<file path="config.mk">
export PLATFORM = sky130hd
export DESIGN_NAME = filter_sink_fifo_flat
export DESIGN_NICKNAME = d
export VERILOG_FILES = /design/src/rtl/filter_sink_fifo_if.sv /design/src/rtl/filter_sink_fifo.sv /design/src/flat_wrapper.sv
export SDC_FILE = /design/constraint.sdc
export NUM_CORES = 1
export LEC_CHECK = 0
export CORE_MARGIN = 5
export CORE_UTILIZATION = 50
export CTS_CLUSTER_SIZE = 12
export DETAILED_ROUTE_END_ITERATION = 6
export PLACE_DENSITY_LB_ADDON = 0.3
export SYNTH_ARGS = -nofsm -noshare
export SYNTH_HDL_FRONTEND = slang
export SYNTH_SLANG_ARGS = --single-unit
</file>
<file path="constraint.sdc">
create_clock -name clk -period 3.3 [get_ports clk]
set_clock_uncertainty 0.05 [all_clocks]
set_input_delay 0.66 -clock clk [delete_from_list [all_inputs] [get_ports clk]]
set_output_delay 0.66 -clock clk [all_outputs]
set_load 0.1 [all_outputs]
</file>
<file path="src/rtl/filter_sink_fifo_if.sv">
// Stream and status bundle for filter_sink_fifo: filter-side beats in, buffered beats out.
// slave is the FIFO's view of the bundle; master is the view of whatever drives and consumes it.
interface filter_sink_fifo_if #(
  parameter int DEPTH = 4,
  parameter int WIDTH = 16,
  parameter int CNTW  = 8
);
  localparam int CW = $clog2(DEPTH) + 1;

  logic [WIDTH-1:0] io_x_data;
  logic             io_x_valid;
  logic             io_x_parity;
  logic [WIDTH-1:0] io_y_data;
  logic             io_y_parity;
  logic             io_y_valid;
  logic             io_y_ready;
  logic [CW-1:0]    io_count;
  logic             io_overflow;
  logic [CNTW-1:0]  io_parity_cnt;
  logic             io_clear;

  modport slave (
    input  io_x_data, io_x_valid, io_x_parity, io_y_ready, io_clear,
    output io_y_data, io_y_parity, io_y_valid, io_count, io_overflow, io_parity_cnt
  );

  modport master (
    output io_x_data, io_x_valid, io_x_parity, io_y_ready, io_clear,
    input  io_y_data, io_y_parity, io_y_valid, io_count, io_overflow, io_parity_cnt
  );
endinterface

</file>
<file path="src/rtl/filter_sink_fifo.sv">
// Small FIFO sink for the filter output stream. The upstream chain cannot stall, so beats that
// arrive when the FIFO is full and nothing pops are dropped and flagged in a sticky overflow bit.
module filter_sink_fifo #(
  parameter int DEPTH = 4,
  parameter int WIDTH = 16,
  parameter int CNTW  = 8
) (
  input logic clk,
  input logic reset,
  filter_sink_fifo_if.slave bus
);
  localparam int AW = $clog2(DEPTH);
  localparam int CW = AW + 1;
  localparam logic [CW-1:0] FULL_COUNT = CW'(DEPTH);

  logic [WIDTH:0]  r_mem [DEPTH];
  logic [AW-1:0]   r_rdPtr;
  logic [AW-1:0]   r_wrPtr;
  logic [CW-1:0]   r_count;
  logic            r_overflow;
  logic [CNTW-1:0] r_parityCnt;

  logic w_full;
  logic w_pop;
  logic w_push;
  logic w_drop;
  logic w_parityPush;

  // A full FIFO still accepts a beat when its head is popped in the same cycle.
  assign w_full       = (r_count == FULL_COUNT);
  assign w_pop        = (r_count != '0) & bus.io_y_ready;
  assign w_push       = bus.io_x_valid & (~w_full | w_pop);
  assign w_drop       = bus.io_x_valid & w_full & ~w_pop;
  assign w_parityPush = w_push & bus.io_x_parity;

  always_ff @(posedge clk) begin
    if (w_push) begin
      r_mem[r_wrPtr] <= {bus.io_x_parity, bus.io_x_data};
    end
  end

  always_ff @(posedge clk or posedge reset) begin
    if (reset) begin
      r_rdPtr <= '0;
      r_wrPtr <= '0;
      r_count <= '0;
    end else begin
      if (w_push) begin
        r_wrPtr <= r_wrPtr + 1'b1;
      end
      if (w_pop) begin
        r_rdPtr <= r_rdPtr + 1'b1;
      end
      if (w_push && !w_pop) begin
        r_count <= r_count + CW'(1);
      end else if (w_pop && !w_push) begin
        r_count <= r_count - CW'(1);
      end
    end
  end

  // A drop in the same cycle as a clear keeps the overflow flag set.
  always_ff @(posedge clk or posedge reset) begin
    if (reset) begin
      r_overflow  <= 1'b0;
      r_parityCnt <= '0;
    end else begin
      if (w_drop) begin
        r_overflow <= 1'b1;
      end else if (bus.io_clear) begin
        r_overflow <= 1'b0;
      end
      if (bus.io_clear) begin
        r_parityCnt <= w_parityPush ? CNTW'(1) : '0;
      end else if (w_parityPush) begin
        r_parityCnt <= r_parityCnt + CNTW'(1);
      end
    end
  end

  assign bus.io_y_data     = r_mem[r_rdPtr][WIDTH-1:0];
  assign bus.io_y_parity   = r_mem[r_rdPtr][WIDTH];
  assign bus.io_y_valid    = (r_count != '0);
  assign bus.io_count      = r_count;
  assign bus.io_overflow   = r_overflow;
  assign bus.io_parity_cnt = r_parityCnt;
endmodule

</file>
<file path="src/flat_wrapper.sv">
// flat-port wrapper written by rule: the top's interface ports become plain ports
module filter_sink_fifo_flat 
#(
  parameter int DEPTH = 4,
  parameter int WIDTH = 16,
  parameter int CNTW  = 8
)
  (clk, reset, bus_io_x_data, bus_io_x_valid, bus_io_x_parity, bus_io_y_ready, bus_io_clear, bus_io_y_data, bus_io_y_parity, bus_io_y_valid, bus_io_count, bus_io_overflow, bus_io_parity_cnt);
  filter_sink_fifo_if #(.DEPTH(DEPTH), .WIDTH(WIDTH), .CNTW(CNTW)) bus_i ();
  input logic clk;
  input logic reset;
  input wire logic [$bits(bus_i.io_x_data)-1:0] bus_io_x_data;
  input wire logic [$bits(bus_i.io_x_valid)-1:0] bus_io_x_valid;
  input wire logic [$bits(bus_i.io_x_parity)-1:0] bus_io_x_parity;
  input wire logic [$bits(bus_i.io_y_ready)-1:0] bus_io_y_ready;
  input wire logic [$bits(bus_i.io_clear)-1:0] bus_io_clear;
  output wire logic [$bits(bus_i.io_y_data)-1:0] bus_io_y_data;
  output wire logic [$bits(bus_i.io_y_parity)-1:0] bus_io_y_parity;
  output wire logic [$bits(bus_i.io_y_valid)-1:0] bus_io_y_valid;
  output wire logic [$bits(bus_i.io_count)-1:0] bus_io_count;
  output wire logic [$bits(bus_i.io_overflow)-1:0] bus_io_overflow;
  output wire logic [$bits(bus_i.io_parity_cnt)-1:0] bus_io_parity_cnt;
  assign bus_i.io_x_data = bus_io_x_data;
  assign bus_i.io_x_valid = bus_io_x_valid;
  assign bus_i.io_x_parity = bus_io_x_parity;
  assign bus_i.io_y_ready = bus_io_y_ready;
  assign bus_i.io_clear = bus_io_clear;
  assign bus_io_y_data = bus_i.io_y_data;
  assign bus_io_y_parity = bus_i.io_y_parity;
  assign bus_io_y_valid = bus_i.io_y_valid;
  assign bus_io_count = bus_i.io_count;
  assign bus_io_overflow = bus_i.io_overflow;
  assign bus_io_parity_cnt = bus_i.io_parity_cnt;
  filter_sink_fifo #(.DEPTH(DEPTH), .WIDTH(WIDTH), .CNTW(CNTW)) u_core (.clk(clk), .reset(reset), .bus(bus_i));
endmodule
</file>
==> key figures, run 1 <==
Layout
  • Area Overhead vs Synth: 30.61%
  • Fillcell total: 477
  • Fin nets: 262
  • Final core utilization: 65.84%
  • Layout cells sized above 1: 31.51%
  • # diodes: 0

Floorplan
  • Initial Utilization: 50.41%
  • Die Height: 92.08 um
  • Die Area: 8478 sq um
  • Core ar.: 6681 sq um
  • Standard-cell rows: 30
  • Die width: 92.08 um
  • Ports: 52

Route
  • 1st-iter DRT viols: 63
  • DR pass1 iterations: 4
  • Routed WL: 5702 um
  • DR WL/cell: 17.93 um
  • # DRC: 0
  • Via count: 1,681
  • Final antenna-violating net count: 0
  • Via/cell ratio: 5.286

Global routing
  • Number of global-route vias before repair: 1,791
  • Total gr overflow: 0
  • First-pass GRT wire length: 9232 um
  • Largest net degree at the start of global routing: 19
  • Initial antenna violation count: 0
  • GRT Util Overall: 14.50%

STA
  • RSZ-0062 raised after global routing: false
  • Fin Hold WS: 0.4799 ns
  • Fmax: 362.0 MHz
  • Max-slew headroom: 43.01%
  • Minimum clock period: 2.762 ns
  • Fin. Hold Viols: 0
  • Worst-Margin Slew: 0.8549 ns
  • Final period utilization: 83.70%
  • Fin Setup TNS: 0 ns
  • Pins Over Slew Limit: 0
  • Endpoints failing setup: 0

Synth
  • Synth area leader: edfxtp_1
  • Netlist cell types: 31
  • Synth Instances: 172
  • Ranking of synthesized cells by area: edfxtp_1, dfrtp_1, mux4_2
  • Cell area after synthesis: 3368 sq um
  • Post-synthesis area per instance: 19.58 sq um
  • Synthesized flop and latch total: 84
  • Post-synthesis sequential area ratio: 72.51%
  • Ys Warns: 0
  • Area share of the largest cell type after synthesis: 60.62%
  • Post-synthesis net count: 201

CTS
  • Clock transition at path regs: 0.08 ns
  • Cts hold-fix bufs: 0
  • Post-cts sizing count: 0
  • Setup Buffers After CTS: 0
  • CTS Sinks: 84
  • Clk_lat worst skew: 0.34 ns
  • CTS max path bufs: 2
  • H-tree levels: 3
  • Number of CTS-inserted buffers: 9
  • Root Driver: clkbuf_8
  • TritonCTS clock tree: built

Run status
  • Status: completed

Job
  • Max Cap Viol: 0

Worst setup path
  • Most used cell, CP: buf_12
  • Worst Path Arrival: 2.05 ns
  • Slowest cell on crit path: dfrtp_1
  • Crit. End Element: output pin
  • WS Path Type: reg2out
  • Startpoint Class: flip-flop
  • CP startpoint: u_core.r_rdPtr[0]
  • Crit Reg-Reg Startpoint: u_core.bus.io_count[0]
  • Crit path cell chain: buf_12 -> mux4_2 -> buf_12
  • Critical Path Fanout Max: 11
  • CP required: 2.59 ns
  • CP max stage delay: 0.73 ns

Placed design
  • GPL Wtd Cong: 0.7076
  • Port-buffer cells: 51
  • Post-DP HPWL: 3834 um

Min path
  • Worst hold start: u_core.bus.io_overflow
  • Hold Path Class: reg2reg
[critical path: cells and delay by family, from the launching register on]
kind / cells / cell delay [ns]
mux: 1 / 0.56
flops: 1 / 0.73
buf+inv: 2 / 0.42
[metal layers]
layer,track usage (%),vias to the layer above,wire length (um)
met2,22.14,37,2919
li1,-,795,-
met4,7.054,0,106
met5,0,-,0
met1,19.76,839,2485
met3,3.281,10,191
[final timing paths]
check / endpoint / slack [ns] / cells after the start
max in group asynchronous: u_core.r_wrPtr[0] / 2.16 / 2
max: bus_io_y_data[0] / 0.54 / 3
max reg2reg: u_core.bus.io_count[2] / 1.10 / 8
min reg2reg: u_core.bus.io_overflow / 0.48 / 2
min: u_core.bus.io_overflow / 0.48 / 2
min in group asynchronous: u_core.bus.io_overflow / 0.64 / 2
[layout by cell type (no fill, tap or decap), drive strengths merged, types with 2 or more instances in the layout]
cell	instances
inv	6
dfrtp	16
o21ai	2
o31ai	4
nor2	3
edfxtp	68
nor4b	2
bufinv	4
clkbuf	10
or4	4
nand3	3
clkdlybuf4s50	21
or3	2
a21oi	5
and2	4
nand4	2
nand2b	3
mux4	17
nand2	4
xor2	2
ha	6
xnor2	5
mux2	3
nor2b	2
buf	36
[synthesized netlist by cell type, drive strengths merged]
cell type and n:
or4 4, dfrtp 16, mux2 3, buf 6, nor2b 2, nand3 3
nand2b 3, mux2i 1, nand4 2, a21oi 5, nor4b 2, clkbuf 1
nor2 3, o21ai 2, xnor2 5, edfxtp 68, o31ai 4, mux4 17
ha 6, fa 1, inv 6, or3 2, xor2 2, nand2 4
and2 4
[metrics by stage]
stage / worst slack [ns] / std cells / area (sq um)
6_report: 0.5379 / 318 / 4399
5_1_grt: 0.4184 / 318 / 4399
4_1_cts: 0.4876 / 318 / 4399
3_5_place_dp: 0.5157 / 302 / 4135
3_3_place_gp: 0.5656 / 302 / 4135
2_1_floorplan: 0.09272 / 172 / 3368
[kinds of logic after synthesis]
family,synth area share [%]
mux,12.78
fa+ha+maj,2.823
xor+xnor,1.820
buf+inv,2.191
flops,72.51
simple gates,5.943
compound gates,1.932
[layout make-up]
type	count	area, sq um	area share, %
Clock buffer	10	127.6	2.901
Clock inverter	6	136.4	3.100
Inverter	6	22.52	0.5119
Multi-Input combinational cell	75	852.1	19.37
Sequential cell	84	2442	55.52
Tap cell	80	100.1	2.275
Timing Repair Buffer	57	718.2	16.33
[registers in the layout, indices dropped and copies added (netlist names)]
register                  cells
u_core.bus.io_count           3
u_core.bus.io_overflow        1
u_core.bus.io_parity_cnt      8
u_core.r_mem                 68
u_core.r_rdPtr                2
u_core.r_wrPtr                2
Power of run 1 is left out: the tool's default activity adds up to more than one toggle a clock period on the data nets, which glitch-free logic cannot reach.
==> run 2: changes to the inputs <==
--- a/config.mk
+++ b/config.mk
@@ -6,7 +6,7 @@
 export NUM_CORES = 1
 export LEC_CHECK = 0
 export CORE_MARGIN = 5
-export CORE_UTILIZATION = 50
+export CORE_UTILIZATION = 48
 export CTS_CLUSTER_SIZE = 12
 export DETAILED_ROUTE_END_ITERATION = 6
 export PLACE_DENSITY_LB_ADDON = 0.3
==> constraint.sdc (replaced) <==
create_clock -name clk -period 2.4 [get_ports clk]
set_clock_uncertainty 0.05 [all_clocks]
set_input_delay 0.48 -clock clk [delete_from_list [all_inputs] [get_ports clk]]
set_output_delay 0.48 -clock clk [all_outputs]
set_load 0.1 [all_outputs]
==> key figures, run 2 (synthesis results as in run 1) <==
Worst setup path
  • R2R depth: 8 (unchanged)
  • Most used cell, CP: buf_12
  • CP bufs+invs: 2 (unchanged)
  • Crit. End Element: output pin
  • Crit Reg-Reg Startpoint: u_core.bus.io_count[2]
  • End of the critical path: bus_io_y_data[7]
  • Startpoint Class: flip-flop
  • CP max stage delay: 0.57 ns (-0.16 ns)
  • CP required: 1.87 ns (-0.72 ns)
  • WP depth: 3 (unchanged)
  • Critical Path Fanout Max: 17 (+6)
  • WS Path Type: reg2out
  • Slowest cell on crit path: mux4_2
  • Top cell family by delay on the critical path: multiplexers
  • Worst Path Arrival: 1.75 ns (-0.30 ns)
  • CP startpoint: u_core.r_rdPtr[0]
  • Crit path cell chain: buf_12 -> mux4_2 -> buf_12
  • Reg-to-reg endpoint: u_core.bus.io_count[2]
  • R2R Setup Slk: 0.28 ns (-0.82 ns)

Placed design
  • Setup WS pre-CTS: -0.005164 ns (-0.5209 ns)
  • GPL Wtd Cong: 0.7228 (+2.1%)
  • Port-buffer cells: 51 (unchanged)
  • Placed cells: 327 (+8.3%)
  • Post-DP HPWL: 3877 um (+1.1%)

Route
  • 1st-iter DRT viols: 40 (-37%)
  • Routed WL: 5588 um (-2.0%)
  • DR WL/cell: 16.29 um (-9.1%)
  • Via count: 1,749 (+4.0%)
  • Via/cell ratio: 5.099 (-3.5%)
  • Final antenna-violating net count: 0 (unchanged)
  • DR pass1 iterations: 4 (unchanged)
  • # DRC: 0 (unchanged)

CTS
  • TritonCTS clock tree: built
  • Cts hold-fix bufs: 0 (unchanged)
  • Clk_lat worst skew: 0.34 ns (about the same)
  • Clock transition at path regs: 0.08 ns (about the same)
  • Post-cts sizing count: 0 (unchanged)
  • H-tree levels: 3 (unchanged)
  • Root Driver: clkbuf_8
  • CTS max path bufs: 2 (unchanged)
  • Setup Buffers After CTS: 0 (unchanged)
  • CTS Sinks: 84 (unchanged)
  • Number of CTS-inserted buffers: 9 (unchanged)

Run status
  • Status: completed

Layout
  • Non-Filler Instances: 343 (+7.9%)
  • # diodes: 0 (unchanged)
  • Layout cells sized above 1: 36.84% (+5.3 points)
  • Fillcell total: 460 (-3.6%)
  • Max reg flops: 68 (unchanged)
  • Largest Register: u_core.r_mem
  • Fin nets: 271 (+3.4%)
  • Area Overhead vs Synth: 33.73%
  • Most frequent cells in the layout: edfxtp_1, buf_4, clkdlybuf4s50_1, buf_12, mux4_2
  • Most common cell after layout, fill and taps aside: edfxtp_1

Global routing
  • GRT met3 Usage: 3.285% (+0.0039 points)
  • Routing usage on met1: 16.13% (-3.6 points)
  • Total gr overflow: 0 (unchanged)
  • Largest net degree at the start of global routing: 18 (-1)
  • First-pass GRT wire length: 9018 um (-2.3%)
  • GRT Util Overall: 13.70% (-0.80 points)
  • Initial antenna violation count: 0 (unchanged)
  • Number of global-route vias before repair: 1,858 (+3.7%)
  • Busiest grt layer: met2
  • GRT met2 Usage: 23.36% (+1.2 points)

STA
  • Worst-Margin Slew: 0.6281 ns (-0.2268 ns)
  • Endpoints failing setup: 0 (unchanged)
  • Fin. Hold Viols: 0 (unchanged)
  • RSZ-0062 raised after global routing: false
  • Final period utilization: 94.96%
  • Pins Over Slew Limit: 0 (unchanged)
  • Fmax: 438.8 MHz
  • Max-slew headroom: 58.08% (+15 points)
  • Setup ws final: 0.1210 ns (-0.4169 ns)
  • Minimum clock period: 2.279 ns

Min path
  • Hold Path Class: reg2reg

Floorplan
  • Standard-cell rows: 30 (unchanged)
  • Core ar.: 6794 sq um (+1.7%)
  • Die width: 93.77 um (+1.8%)
  • Die Height: 93.77 um (+1.8%)
  • Ports: 52 (unchanged)
  • Initial Utilization: 49.58% (-0.84 points)
  • Die Area: 8793 sq um (+3.7%)

Job
  • Max Cap Viol: 0 (unchanged)
[run 2: cell type report]
cell class,instances,area [sq um],area share [%]
inverter,6,22.52,0.5000
clock buffer,9,123.9,2.750
timing repair buffer,66,810.8,18.00
multi-input combinational,75,877.1,19.47
sequential,84,2451,54.42
tap,96,120.1,2.667
clock inverter,7,98.84,2.194
[run 2: worst min-delay path by stage]
| stage | from | endpoint | slack (ns) | cells after the start |
|---|---|---|---|---|
| 6_report | u_core.r_rdPtr[1] | u_core.r_rdPtr[1] | 0.43 | 1 |
| 5_1_grt | u_core.r_rdPtr[1] | u_core.r_rdPtr[1] | 0.47 | 1 |
| 4_1_cts | u_core.r_rdPtr[1] | u_core.r_rdPtr[1] | 0.44 | 1 |
| 3_5_place_dp | u_core.r_rdPtr[1] | u_core.r_rdPtr[1] | 0.42 | 1 |
| 3_3_place_gp | u_core.r_rdPtr[1] | u_core.r_rdPtr[1] | 0.42 | 1 |
| 2_1_floorplan | reset | u_core.bus.io_overflow | 0.34 | 1 |
[run 2: per-layer routing]
metal	routed length (um)	vias to the layer above	share of wire (%)
li1	-	816	-
met2	2903	44	52
met4	97	0	1.7
met1	2315	880	41
met3	272	9	4.9
met5	0	-	0
[run 2: per-stage QoR]
stage	hold WS [ns]	utilization (%)	TNS (ns)	cell area (sq um)
floorplan	0.3437	-	0	3402
global placement	0.4176	63.02	0	4282
detailed placement	0.4248	63.02	-0.005164	4282
CTS	0.4352	66.30	0	4504
global route	0.4741	66.30	0	4504
finish	0.4267	66.30	0	4504
Power of run 2 is left out for the same reason.
==> run 3: changes to the inputs <==
--- a/config.mk
+++ b/config.mk
@@ -5,8 +5,9 @@
 export SDC_FILE = /design/constraint.sdc
 export NUM_CORES = 1
 export LEC_CHECK = 0
+export ABC_AREA = 1
 export CORE_MARGIN = 5
-export CORE_UTILIZATION = 48
+export CORE_UTILIZATION = 50
 export CTS_CLUSTER_SIZE = 12
 export DETAILED_ROUTE_END_ITERATION = 6
 export PLACE_DENSITY_LB_ADDON = 0.3
==> constraint.sdc (replaced) <==
create_clock -name clk -period 2.7 [get_ports clk]
set_clock_uncertainty 0.05 [all_clocks]
set_input_delay 0.54 -clock clk [delete_from_list [all_inputs] [get_ports clk]]
set_output_delay 0.54 -clock clk [all_outputs]
set_load 0.1 [all_outputs]
==> key figures, run 3 <==
STA
  • Fmax: 394.7 MHz
  • Final period utilization: 93.83%
  • Endpoints failing setup: 0 (unchanged)
  • Worst-Margin Slew: 0.6546 ns (+0.02644 ns)
  • Minimum clock period: 2.533 ns
  • Max-slew headroom: 56.36% (-1.7 points)
  • Fin. Hold Viols: 0 (unchanged)
  • Fin Setup TNS: 0 ns (unchanged)
  • Pins Over Slew Limit: 0 (unchanged)
  • RSZ-0062 raised after global routing: false

Floorplan
  • Die width: 93.60 um (-0.18%)
  • Die Height: 93.60 um (-0.18%)
  • Ports: 52 (unchanged)
  • Initial Utilization: 51.44% (+1.9 points)
  • Core ar.: 6794 sq um (unchanged)
  • Die Area: 8761 sq um (-0.36%)
  • Standard-cell rows: 30 (unchanged)

Route
  • Routed WL: 6712 um (+20%)
  • Final antenna-violating net count: 0 (unchanged)
  • DR WL/cell: 15.29 um (-6.2%)
  • 1st-iter DRT viols: 84 (+110%)
  • Via/cell ratio: 5.180 (+1.6%)
  • # DRC: 0 (unchanged)
  • DR pass1 iterations: 4 (unchanged)
  • Via count: 2,274 (+30%)

Global routing
  • Total gr overflow: 0 (unchanged)
  • GRT Util Overall: 16.84% (+3.1 points)
  • Largest net degree at the start of global routing: 36 (+18)
  • Number of global-route vias before repair: 2,290 (+23%)
  • Initial antenna violation count: 0 (unchanged)
  • First-pass GRT wire length: 11,030 um (+22%)

Placed design
  • GPL Wtd Cong: 0.7426 (+2.7%)
  • Port-buffer cells: 51 (unchanged)
  • Post-DP HPWL: 4270 um (+10%)

Layout
  • # diodes: 0 (unchanged)
  • Most frequent cells in the layout: edfxtp_1, nor2_1, o21ai_0, nand2_1, clkdlybuf4s50_1
  • Max reg flops: 68 (unchanged)
  • Most common cell after layout, fill and taps aside: edfxtp_1
  • Layout cells sized above 1: 25.66% (-11 points)
  • Fin nets: 367 (+35%)
  • Largest Register: u_core.r_mem
  • Area Overhead vs Synth: 31.65%

Worst setup path
  • Crit Reg-Reg Startpoint: u_core.bus.io_count[2]
  • CP startpoint: u_core.r_rdPtr[1]
  • Slowest cell on crit path: dfrtp_1
  • Critical Path Fanout Max: 19 (+2)
  • Crit. End Element: output pin
  • Crit path cell chain: inv_2 -> o21ai_0 -> o22ai_2 -> buf_12
  • CP required: 2.11 ns (+0.24 ns)
  • CP max stage delay: 0.63 ns (+0.06 ns)
  • WS Path Type: reg2out
  • Startpoint Class: flip-flop
  • R2R Setup Slk: 0.65 ns (+0.37 ns)
  • Worst Path Arrival: 1.94 ns (+0.19 ns)

Run status
  • Status: completed

Job
  • Max Cap Viol: 0 (unchanged)

CTS
  • TritonCTS clock tree: built
  • CTS max path bufs: 2 (unchanged)
  • CTS Sinks: 84 (unchanged)
  • Post-cts sizing count: 0 (unchanged)
  • Clk_lat worst skew: 0.35 ns (about the same)
  • H-tree levels: 3 (unchanged)
  • Number of CTS-inserted buffers: 9 (unchanged)
  • Setup Buffers After CTS: 0 (unchanged)
  • Cts hold-fix bufs: 0 (unchanged)
  • Root Driver: clkbuf_8
  • Clock transition at path regs: 0.08 ns (about the same)

Synth
  • Cell area after synthesis: 3495 sq um (+3.8%)
  • Post-synthesis area per instance: 12.48 sq um (-36%)
  • Ranking of synthesized cells by area: edfxtp_1, dfrtp_1, nor2_1
  • Netlist cell types: 31 (unchanged)
  • Post-synthesis sequential area ratio: 69.89% (-2.6 points)
  • Asr flop ratio synth: 19.05% (unchanged)
  • Ys Warns: 0 (unchanged)
  • Most instantiated library cell after synthesis: edfxtp_1
  • Synthesized flop and latch total: 84 (unchanged)
  • Synth area leader: edfxtp_1
  • Synth Instances: 280 (+63%)
  • Area share of the largest cell type after synthesis: 58.43% (-2.2 points)
  • Post-synth top flop: edfxtp_1
  • Synth cell count leaders: edfxtp_1, nor2_1, o21ai_0, nand2_1, o22ai_1
  • Number of synthesized flops with an enable pin: 68 (unchanged)
  • Post-synthesis net count: 309 (+54%)

Min path
  • Hold Path Class: reg2reg
  • Worst hold start: u_core.bus.io_overflow
## run 3: changes by cell type in the layout (fill, tap and decap cells not counted), moves of 6 or more
cell / delta
nor2_1: +41
o21ai_0: +28
o21ai_1: +6
mux4_2: -17
nand2_1: +26
inv_1: +10
o22ai_2: +17
## run 3: final cells by class
cell class / instances / area, sq um
clock buffer: 10 / 127.6
clock inverter: 6 / 113.9
fill: 482 / 2193
inverter: 20 / 77.57
multi-input combinational: 166 / 1022
sequential: 84 / 2446
tap: 96 / 120.1
timing repair buffer: 57 / 693.2
## run 3: per-stage QoR
step	setup WS [ns]	hold WS [ns]	cell area, sq um	util (%)	instances
6_report	0.1667	0.4543	4601	67.72	439
5_1_grt	0.01954	0.4803	4601	67.72	439
4_1_cts	0.1464	0.4595	4601	67.72	439
3_5_place_dp	0.07599	0.4384	4359	64.16	423
3_3_place_gp	0.1499	0.4396	4359	64.16	423
2_1_floorplan	0.1665	0.4035	3605	-	280
## run 3: cells by family (layout without fill, tap and decap cells)
kind of cell,Yosys count,in the layout,synth area share (%)
adder cells (fa/ha/maj),7,7,2.721
AO/OA/AOI/OAI,57,57,8.987
XOR/XNOR,6,6,1.504
multiplexers,1,1,0.3222
flip-flops,84,84,69.89
AND/OR/NAND/NOR,95,95,12.67
buffers and inverters,30,93,3.903
## run 3: worst paths after layout
path / end / cells after the start
min in group asynchronous: u_core.bus.io_count[2] / 2
hold / removal: u_core.bus.io_overflow / 1
max in group asynchronous: u_core.bus.io_count[1] / 2
hold reg to reg: u_core.bus.io_overflow / 1
setup reg to reg: u_core.bus.io_count[2] / 11
setup / recovery: bus_io_y_data[15] / 4
## run 3: layer usage
layer / vias to the layer above / track usage, % / part of all wire [%]
met3: 8 / 4.666 / 5.1
met5: - / 0 / 0
met1: 1116 / 20.19 / 42
li1: 1100 / - / -
met2: 50 / 28.35 / 52
met4: 0 / 7.461 / 1.5
## run 3: critical path, delay by kind of cell, from the launching register on
family | cells | cell delay, ns
AO/OA/AOI/OAI | 2 | 0.38
buffers and inverters | 2 | 0.58
flip-flops | 1 | 0.63
Power of run 3 is left out for the same reason.
